<file path="src/rtl/sp_ram_arbiter_if.sv">
// Bus bundle between two requesters, the arbiter and a shared single-port RAM.
// The arbiter takes the slave view; the requesters and RAM model take the master view.
interface sp_ram_arbiter_if #(
  parameter int unsigned WIDTH = 4,
  parameter int unsigned ADDR  = 2
);
  logic             a_req;
  logic             a_we;
  logic [ADDR-1:0]  a_addr;
  logic [WIDTH-1:0] a_wdata;
  logic             a_gnt;
  logic             a_rvalid;
  logic [WIDTH-1:0] a_rdata;

  logic             b_req;
  logic             b_we;
  logic [ADDR-1:0]  b_addr;
  logic [WIDTH-1:0] b_wdata;
  logic             b_gnt;
  logic             b_rvalid;
  logic [WIDTH-1:0] b_rdata;

  logic             ram_en;
  logic [ADDR-1:0]  ram_addr;
  logic [WIDTH-1:0] ram_din;
  logic [WIDTH-1:0] ram_dout;

  modport slave (
    input  a_req, a_we, a_addr, a_wdata,
    input  b_req, b_we, b_addr, b_wdata,
    input  ram_dout,
    output a_gnt, a_rvalid, a_rdata,
    output b_gnt, b_rvalid, b_rdata,
    output ram_en, ram_addr, ram_din
  );

  modport master (
    output a_req, a_we, a_addr, a_wdata,
    output b_req, b_we, b_addr, b_wdata,
    output ram_dout,
    input  a_gnt, a_rvalid, a_rdata,
    input  b_gnt, b_rvalid, b_rdata,
    input  ram_en, ram_addr, ram_din
  );
endinterface

</file>
<file path="src/rtl/sp_ram_arbiter.sv">
// Round-robin arbiter sharing one single-port RAM between requesters A and B,
// returning each read result to its issuer one cycle after the grant.
module sp_ram_arbiter #(
  parameter int unsigned WIDTH = 4,
  parameter int unsigned ADDR  = 2
) (
  input  logic          clk,
  input  logic          rst_n,
  sp_ram_arbiter_if.slave bus
);

  typedef enum logic {ReqA, ReqB} req_e;

  req_e             rr_last_q, rr_last_d;
  logic             a_rvalid_q, a_rvalid_d;
  logic             b_rvalid_q, b_rvalid_d;
  logic             a_gnt, b_gnt;
  logic             ram_en;
  logic [ADDR-1:0]  ram_addr;
  logic [WIDTH-1:0] ram_din;

  // Grants are gated by rst_n so nothing reaches the RAM while reset is held.
  always_comb begin
    a_gnt      = rst_n & bus.a_req & (~bus.b_req | (rr_last_q == ReqB));
    b_gnt      = rst_n & bus.b_req & (~bus.a_req | (rr_last_q == ReqA));
    rr_last_d  = rr_last_q;
    if (a_gnt) begin
      rr_last_d = ReqA;
    end else if (b_gnt) begin
      rr_last_d = ReqB;
    end
    a_rvalid_d = a_gnt & ~bus.a_we;
    b_rvalid_d = b_gnt & ~bus.b_we;
  end

  always_ff @(posedge clk or negedge rst_n) begin
    if (!rst_n) begin
      rr_last_q  <= ReqB;
      a_rvalid_q <= 1'b0;
      b_rvalid_q <= 1'b0;
    end else begin
      rr_last_q  <= rr_last_d;
      a_rvalid_q <= a_rvalid_d;
      b_rvalid_q <= b_rvalid_d;
    end
  end

  // Without a grant the RAM sees an idle read of address 0, whose result is dropped.
  always_comb begin
    ram_en   = 1'b0;
    ram_addr = '0;
    ram_din  = '0;
    if (a_gnt) begin
      ram_en   = bus.a_we;
      ram_addr = bus.a_addr;
      ram_din  = bus.a_wdata;
    end else if (b_gnt) begin
      ram_en   = bus.b_we;
      ram_addr = bus.b_addr;
      ram_din  = bus.b_wdata;
    end
  end

  always_comb begin
    bus.a_gnt    = a_gnt;
    bus.b_gnt    = b_gnt;
    bus.a_rvalid = a_rvalid_q;
    bus.b_rvalid = b_rvalid_q;
    bus.a_rdata  = a_rvalid_q ? bus.ram_dout : '0;
    bus.b_rdata  = b_rvalid_q ? bus.ram_dout : '0;
    bus.ram_en   = ram_en;
    bus.ram_addr = ram_addr;
    bus.ram_din  = ram_din;
  end

endmodule
</file>
<file path="src/flat_wrapper.sv">
// flat-port wrapper written by rule: the top's interface ports become plain ports
module sp_ram_arbiter_flat 
#(
  parameter int unsigned WIDTH = 4,
  parameter int unsigned ADDR  = 2
)
  (clk, rst_n, bus_a_req, bus_a_we, bus_a_addr, bus_a_wdata, bus_b_req, bus_b_we, bus_b_addr, bus_b_wdata, bus_ram_dout, bus_a_gnt, bus_a_rvalid, bus_a_rdata, bus_b_gnt, bus_b_rvalid, bus_b_rdata, bus_ram_en, bus_ram_addr, bus_ram_din);
  sp_ram_arbiter_if #(.WIDTH(WIDTH), .ADDR(ADDR)) bus_i ();
  input  logic clk;
  input  logic rst_n;
  input wire logic [$bits(bus_i.a_req)-1:0] bus_a_req;
  input wire logic [$bits(bus_i.a_we)-1:0] bus_a_we;
  input wire logic [$bits(bus_i.a_addr)-1:0] bus_a_addr;
  input wire logic [$bits(bus_i.a_wdata)-1:0] bus_a_wdata;
  input wire logic [$bits(bus_i.b_req)-1:0] bus_b_req;
  input wire logic [$bits(bus_i.b_we)-1:0] bus_b_we;
  input wire logic [$bits(bus_i.b_addr)-1:0] bus_b_addr;
  input wire logic [$bits(bus_i.b_wdata)-1:0] bus_b_wdata;
  input wire logic [$bits(bus_i.ram_dout)-1:0] bus_ram_dout;
  output wire logic [$bits(bus_i.a_gnt)-1:0] bus_a_gnt;
  output wire logic [$bits(bus_i.a_rvalid)-1:0] bus_a_rvalid;
  output wire logic [$bits(bus_i.a_rdata)-1:0] bus_a_rdata;
  output wire logic [$bits(bus_i.b_gnt)-1:0] bus_b_gnt;
  output wire logic [$bits(bus_i.b_rvalid)-1:0] bus_b_rvalid;
  output wire logic [$bits(bus_i.b_rdata)-1:0] bus_b_rdata;
  output wire logic [$bits(bus_i.ram_en)-1:0] bus_ram_en;
  output wire logic [$bits(bus_i.ram_addr)-1:0] bus_ram_addr;
  output wire logic [$bits(bus_i.ram_din)-1:0] bus_ram_din;
  assign bus_i.a_req = bus_a_req;
  assign bus_i.a_we = bus_a_we;
  assign bus_i.a_addr = bus_a_addr;
  assign bus_i.a_wdata = bus_a_wdata;
  assign bus_i.b_req = bus_b_req;
  assign bus_i.b_we = bus_b_we;
  assign bus_i.b_addr = bus_b_addr;
  assign bus_i.b_wdata = bus_b_wdata;
  assign bus_i.ram_dout = bus_ram_dout;
  assign bus_a_gnt = bus_i.a_gnt;
  assign bus_a_rvalid = bus_i.a_rvalid;
  assign bus_a_rdata = bus_i.a_rdata;
  assign bus_b_gnt = bus_i.b_gnt;
  assign bus_b_rvalid = bus_i.b_rvalid;
  assign bus_b_rdata = bus_i.b_rdata;
  assign bus_ram_en = bus_i.ram_en;
  assign bus_ram_addr = bus_i.ram_addr;
  assign bus_ram_din = bus_i.ram_din;
  sp_ram_arbiter #(.WIDTH(WIDTH), .ADDR(ADDR)) u_core (.clk(clk), .rst_n(rst_n), .bus(bus_i));
endmodule
</file>
<file path="config.mk">
export PLATFORM = sky130hd
export DESIGN_NAME = sp_ram_arbiter_flat
export DESIGN_NICKNAME = d
export VERILOG_FILES = /design/src/rtl/sp_ram_arbiter_if.sv /design/src/rtl/sp_ram_arbiter.sv /design/src/flat_wrapper.sv
export SDC_FILE = /design/constraint.sdc
export NUM_CORES = 1
export LEC_CHECK = 0
export ABC_AREA = 1
export ABC_CLOCK_PERIOD_IN_PS = 1200
export CAP_MARGIN = 20
export CORE_MARGIN = 10
export CORE_UTILIZATION = 23
export CTS_CLUSTER_SIZE = 16
export DETAILED_ROUTE_END_ITERATION = 12
export HOLD_SLACK_MARGIN = 0.03
export PLACE_DENSITY = 0.73
export SKIP_CTS_REPAIR_TIMING = 1
export SYNTH_ARGS = -nofsm -noshare
export SYNTH_HDL_FRONTEND = slang
export SYNTH_SLANG_ARGS = --single-unit
</file>
<file path="constraint.sdc">
create_clock -name clk -period 1.2 [get_ports clk]
set_clock_uncertainty 0.1 [all_clocks]
set_input_delay 0.12 -clock clk [delete_from_list [all_inputs] [get_ports clk]]
set_output_delay 0.12 -clock clk [all_outputs]
set_load 0.05 [all_outputs]
</file>
== Word level (Yosys, flattened, before mapping) ==
Cells that the tools add are included.
Word-level totals
  input bits: 22
  flip-flop bits (word level): 3
  output and inout bits: 19
Cells by class
  bitwise logic cells: 13
  reductions and logical operators: 1
  mux-type cells: 10
Operators by type and width (count)
  2-to-1 mux 4 bit: 4
  AND 1 bit: 6
  NOT 1 bit: 5
  2-to-1 mux 1 bit: 4
  2-to-1 mux 2 bit: 2
  OR 1 bit: 2
  nonzero test 2 bit: 1

== Logic depth before layout (Yosys ltp) ==
  word-level depth: 5
  mapped depth: 4
  gate-level depth less buffers: 4

== Worst setup path before layout ==
OpenSTA, ideal clock, no wires.
  kind: register to output
  from: register u_core.rr_last_q
  to: output bus_ram_addr[0]
  path slack: -115 ps
  cell stages (with the launch flop): 5
  data required time: 980 ps
  arrival: 1095 ps
  path buffers: 0
  cell sequence: dfstp_2 > inv_2 > nand2_2 > nand3_1 > nand2_1
On the way
  longest elaborated chain between the ends: 5
RTL lines
  from (decl): RTL line sp_ram_arbiter.sv:14  | req_e rr_last_q, rr_last_d;
  from (signal assigned): RTL line sp_ram_arbiter.sv:38  | rr_last_q <= ReqB;
  from (signal assigned): RTL line sp_ram_arbiter.sv:42  | rr_last_q <= rr_last_d;
  NOT 1 bit: RTL line sp_ram_arbiter.sv:25  | b_gnt = rst_n & bus.b_req & (~bus.a_req | (rr_last_q == ReqA));
  OR 1 bit: RTL line sp_ram_arbiter.sv:25
  AND 1 bit: RTL line sp_ram_arbiter.sv:25
  2-to-1 mux 2 bit: RTL line sp_ram_arbiter.sv:57  | end else if (b_gnt) begin
  2-to-1 mux 2 bit (*): RTL line sp_ram_arbiter.sv:53  | if (a_gnt) begin
  to (decl): RTL line flat_wrapper.sv:27  | output wire logic [$bits(bus_i.ram_addr)-1:0] bus_ram_addr;
Every way passes the cells marked *; elsewhere a longest branch is shown, timed or not.

== Worst setup path in the final report ==
  from: register u_core.rr_last_q
  to: output bus_ram_din[1]
On the way
  longest elaborated chain between the ends: 5
RTL lines
  NOT 1 bit: RTL line sp_ram_arbiter.sv:25
  OR 1 bit: RTL line sp_ram_arbiter.sv:25
  AND 1 bit: RTL line sp_ram_arbiter.sv:25
  2-to-1 mux 4 bit: RTL line sp_ram_arbiter.sv:57
  2-to-1 mux 4 bit (*): RTL line sp_ram_arbiter.sv:53
  to (decl): RTL line flat_wrapper.sv:28  | output wire logic [$bits(bus_i.ram_din)-1:0] bus_ram_din;
Marked as above.

==> results.py <==
metrics = {
    "sta": {
        "fmax_mhz": 664.1,
        "setup_viol": 9,
        "fin_crit_sh_pct": 125.5,
        "post-route-worst-setup-slack_ns": -0.3057,
        "slew_violations": 0,
        "fin_setup_tns_ns": -2.509,
        "finalHoldViolCount": 0,
        "rsz0062_at_grt": "yes",
        "fin_hold_ws_ns": 0.1102,
        "slew-limit-headroom_pct": 82.54,
        "min_period_ns": 1.506,
        "tightest_slew_ns": 0.2616,
    },
    "routing": {
        "drt-total-wl_mm": 1.637,
        "drtPass1Iterations": 5,
        "drtAntennaViolNets": 0,
        "drtIter0Drc": 11,
        "via_per_inst": 4.580,
        "wl_per_cell_um": 13.76,
        "drc": 0,
        "vias": 545,
    },
    "yosys": {
        "ys_warn_count": 0,
        "yosys.area.top_type_share_pct": 23.14,
        "synth.distinct_cells": 10,
        "synth_area_um2": 302.8,
        "synth_top_area_cell": "nand3_1",
        "syn-instance-count": 54,
        "syn_nets": 76,
        "ys_ff_latch": 3,
        "synth_area_per_cell_um2": 5.607,
        "synth.area.top_cells": "nand3_1 (23%), nand2_1 (21%), dfrtp_1 (17%), inv_1 (11%), dfstp_2 (8.7%)",
        "synth_seq_area_share_pct": 25.21,
    },
    "power_and_ir_drop": {
        "sw_frac_of_total_pct": 39.93,
        "ir_drop_mv": 0.4466,
        "p_total_mw": 0.7843,
        "power_frac_seq_pct": 15.8,
        "combPwrFrac_pct": 60.9,
        "power_density_nw_per_um2": 704.3,
        "leakagePower_nw": 0.5119,
        "p_int_mw": 0.4711,
        "power_switching_mw": 0.3132,
        "pwr-share-clk_pct": 23.2,
    },
    "global_route": {
        "grt_antenna_before_repair": 0,
        "grt_max_degree": 10,
        "grt-ovfl-total": 0,
        "grt_pass1_vias": 579,
        "grt_pass1_wl_mm": 2.401,
        "track_usage_pct": 9.434,
    },
    "critical_path": {
        "critical_path_arrival_ns": 1.29,
        "crit_path_end_kind": "output port",
        "path_class": "reg2out",
        "crit_start": "u_core.rr_last_q",
        "crit_fanout": 8,
        "rrSetupSlack_ns": 0.05,
        "startpoint_type": "flip-flop",
        "reg2reg_depth": 5,
        "rr_startpoint": "u_core.rr_last_q",
        "worst_path_max_delay_cell": "dfstp_2",
        "crit_chain": "inv_2 -> nand2_8 -> nand3_2 -> nand2_4 -> buf_12",
        "cp_slowest_stage_delay_ns": 0.54,
        "required_ns": 0.98,
    },
    "final_layout": {
        "final_area_um2": 1114,
        "multi_input_area_um2": 297.8,
        "final_core_util_pct": 87.77,
        "nets": 127,
        "drive_gt1_share_pct": 66.35,
        "fillers": 59,
        "areaGrowthSynthToFinish_pct": 267.8,
        "final_common_cell": "clkdlybuf4s50_1",
        "seq_area_um2": 78.83,
        "final_cell_mix": "clkdlybuf4s50_1 (20), buf_12 (19), inv_2 (11), nand2_2 (8)",
        "antenna_cells": 0,
    },
    "clock_tree": {
        "cts_buffers": 3,
        "tritoncts": "done",
        "h-tree-depth": 1,
        "clk_path_buf_depth": 2,
        "worst_setup_hold_path_clk_slew_ns": 0.04,
        "clkSinkCount": 3,
        "cts-root-buf": "clkbuf_4",
        "clk_latency_ns": 0.24,
    },
    "min_path": {
        "hold_path.class": "in2async",
    },
    "run_status": {
        "violations": "negative setup slack",
        "status": "complete, but fails checks",
    },
    "die": {
        "dieArea_um2": 3168,
        "start_util_pct": 23.87,
        "rows": 13,
        "die_height_um": 56.29,
        "ios": 41,
        "core_area_um2": 1269,
        "die_w_um": 56.29,
    },
    "placement": {
        "port_buffers": 40,
        "placed_area_um2": 1003,
        "routabilityCongestion": 0.7494,
        "place_hpwl_mm": 1.339,
    },
    "job": {
        "max_cap_viol_count": 0,
    },
}
==> layer usage <==
metal,track usage (%),part of all wire [%],vias to the layer above
met4,8.247,2.8,0
met2,14.10,42,38
met1,7.846,38,237
met5,0,0,-
met3,7.640,17,4
li1,-,-,266
==> sequential cells by signal (all words and copies together), names as in the netlist <==
| register | cells |
|---|---|
| u_core.bus.a_rvalid | 1 |
| u_core.bus.b_rvalid | 1 |
| u_core.rr_last_q | 1 |
==> synth_stat cells <==
master / count
clkinv_2: 1
dfrtp_1: 2
dfstp_2: 1
inv_1: 9
inv_2: 3
nand2_1: 17
nand2_2: 4
nand3_1: 14
nor2_2: 2
o21ai_1: 1
==> kinds of logic after synthesis <==
group,synth area share [%]
AO/OA/AOI/OAI,1.651
buffers and inverters,16.53
flip-flops,25.21
AND/OR/NAND/NOR,56.61
==> final cells by class <==
cell class	instances	share of cell area, %
Timing Repair Buffer	46	57.30
Multi-Input combinational cell	38	26.74
Tap cell	15	1.685
Inverter	13	4.831
Clock buffer	4	2.360
Sequential cell	3	7.079
==> worst paths after layout <==
path | end
setup reg to reg | u_core.bus.a_rvalid
min in group clk | u_core.bus.a_rvalid
setup / recovery | bus_ram_din[1]
max in group asynchronous | u_core.rr_last_q
hold reg to reg | u_core.rr_last_q
hold / removal | u_core.bus.a_rvalid
==> through the flow <==
stage          instances  setup WS, ns
3_3_place_gp         114       -0.1951
6_report             119       -0.3057
5_1_grt              119       -0.3617
4_1_cts              118       -0.3763
2_1_floorplan         54     -0.007691
3_5_place_dp         114       -0.2293
==> power by group through the flow <==
stage / clock network, mW / logic (mW) / registers [mW]
3_5_place_dp: 0 / 0.445 / 0.125
6_report: 0.182 / 0.478 / 0.124
5_1_grt: 0.203 / 0.500 / 0.126
2_1_floorplan: 0 / 0.183 / 0.131
4_1_cts: 0.191 / 0.445 / 0.124
3_3_place_gp: 0 / 0.440 / 0.125
==> critical path, delay by kind of cell, from the launching register on <==
| family | cells | cell delay [ns] |
|---|---|---|
| flops | 1 | 0.54 |
| simple gates | 3 | 0.31 |
| buf+inv | 2 | 0.20 |
(Power assumes the default switching activity.)
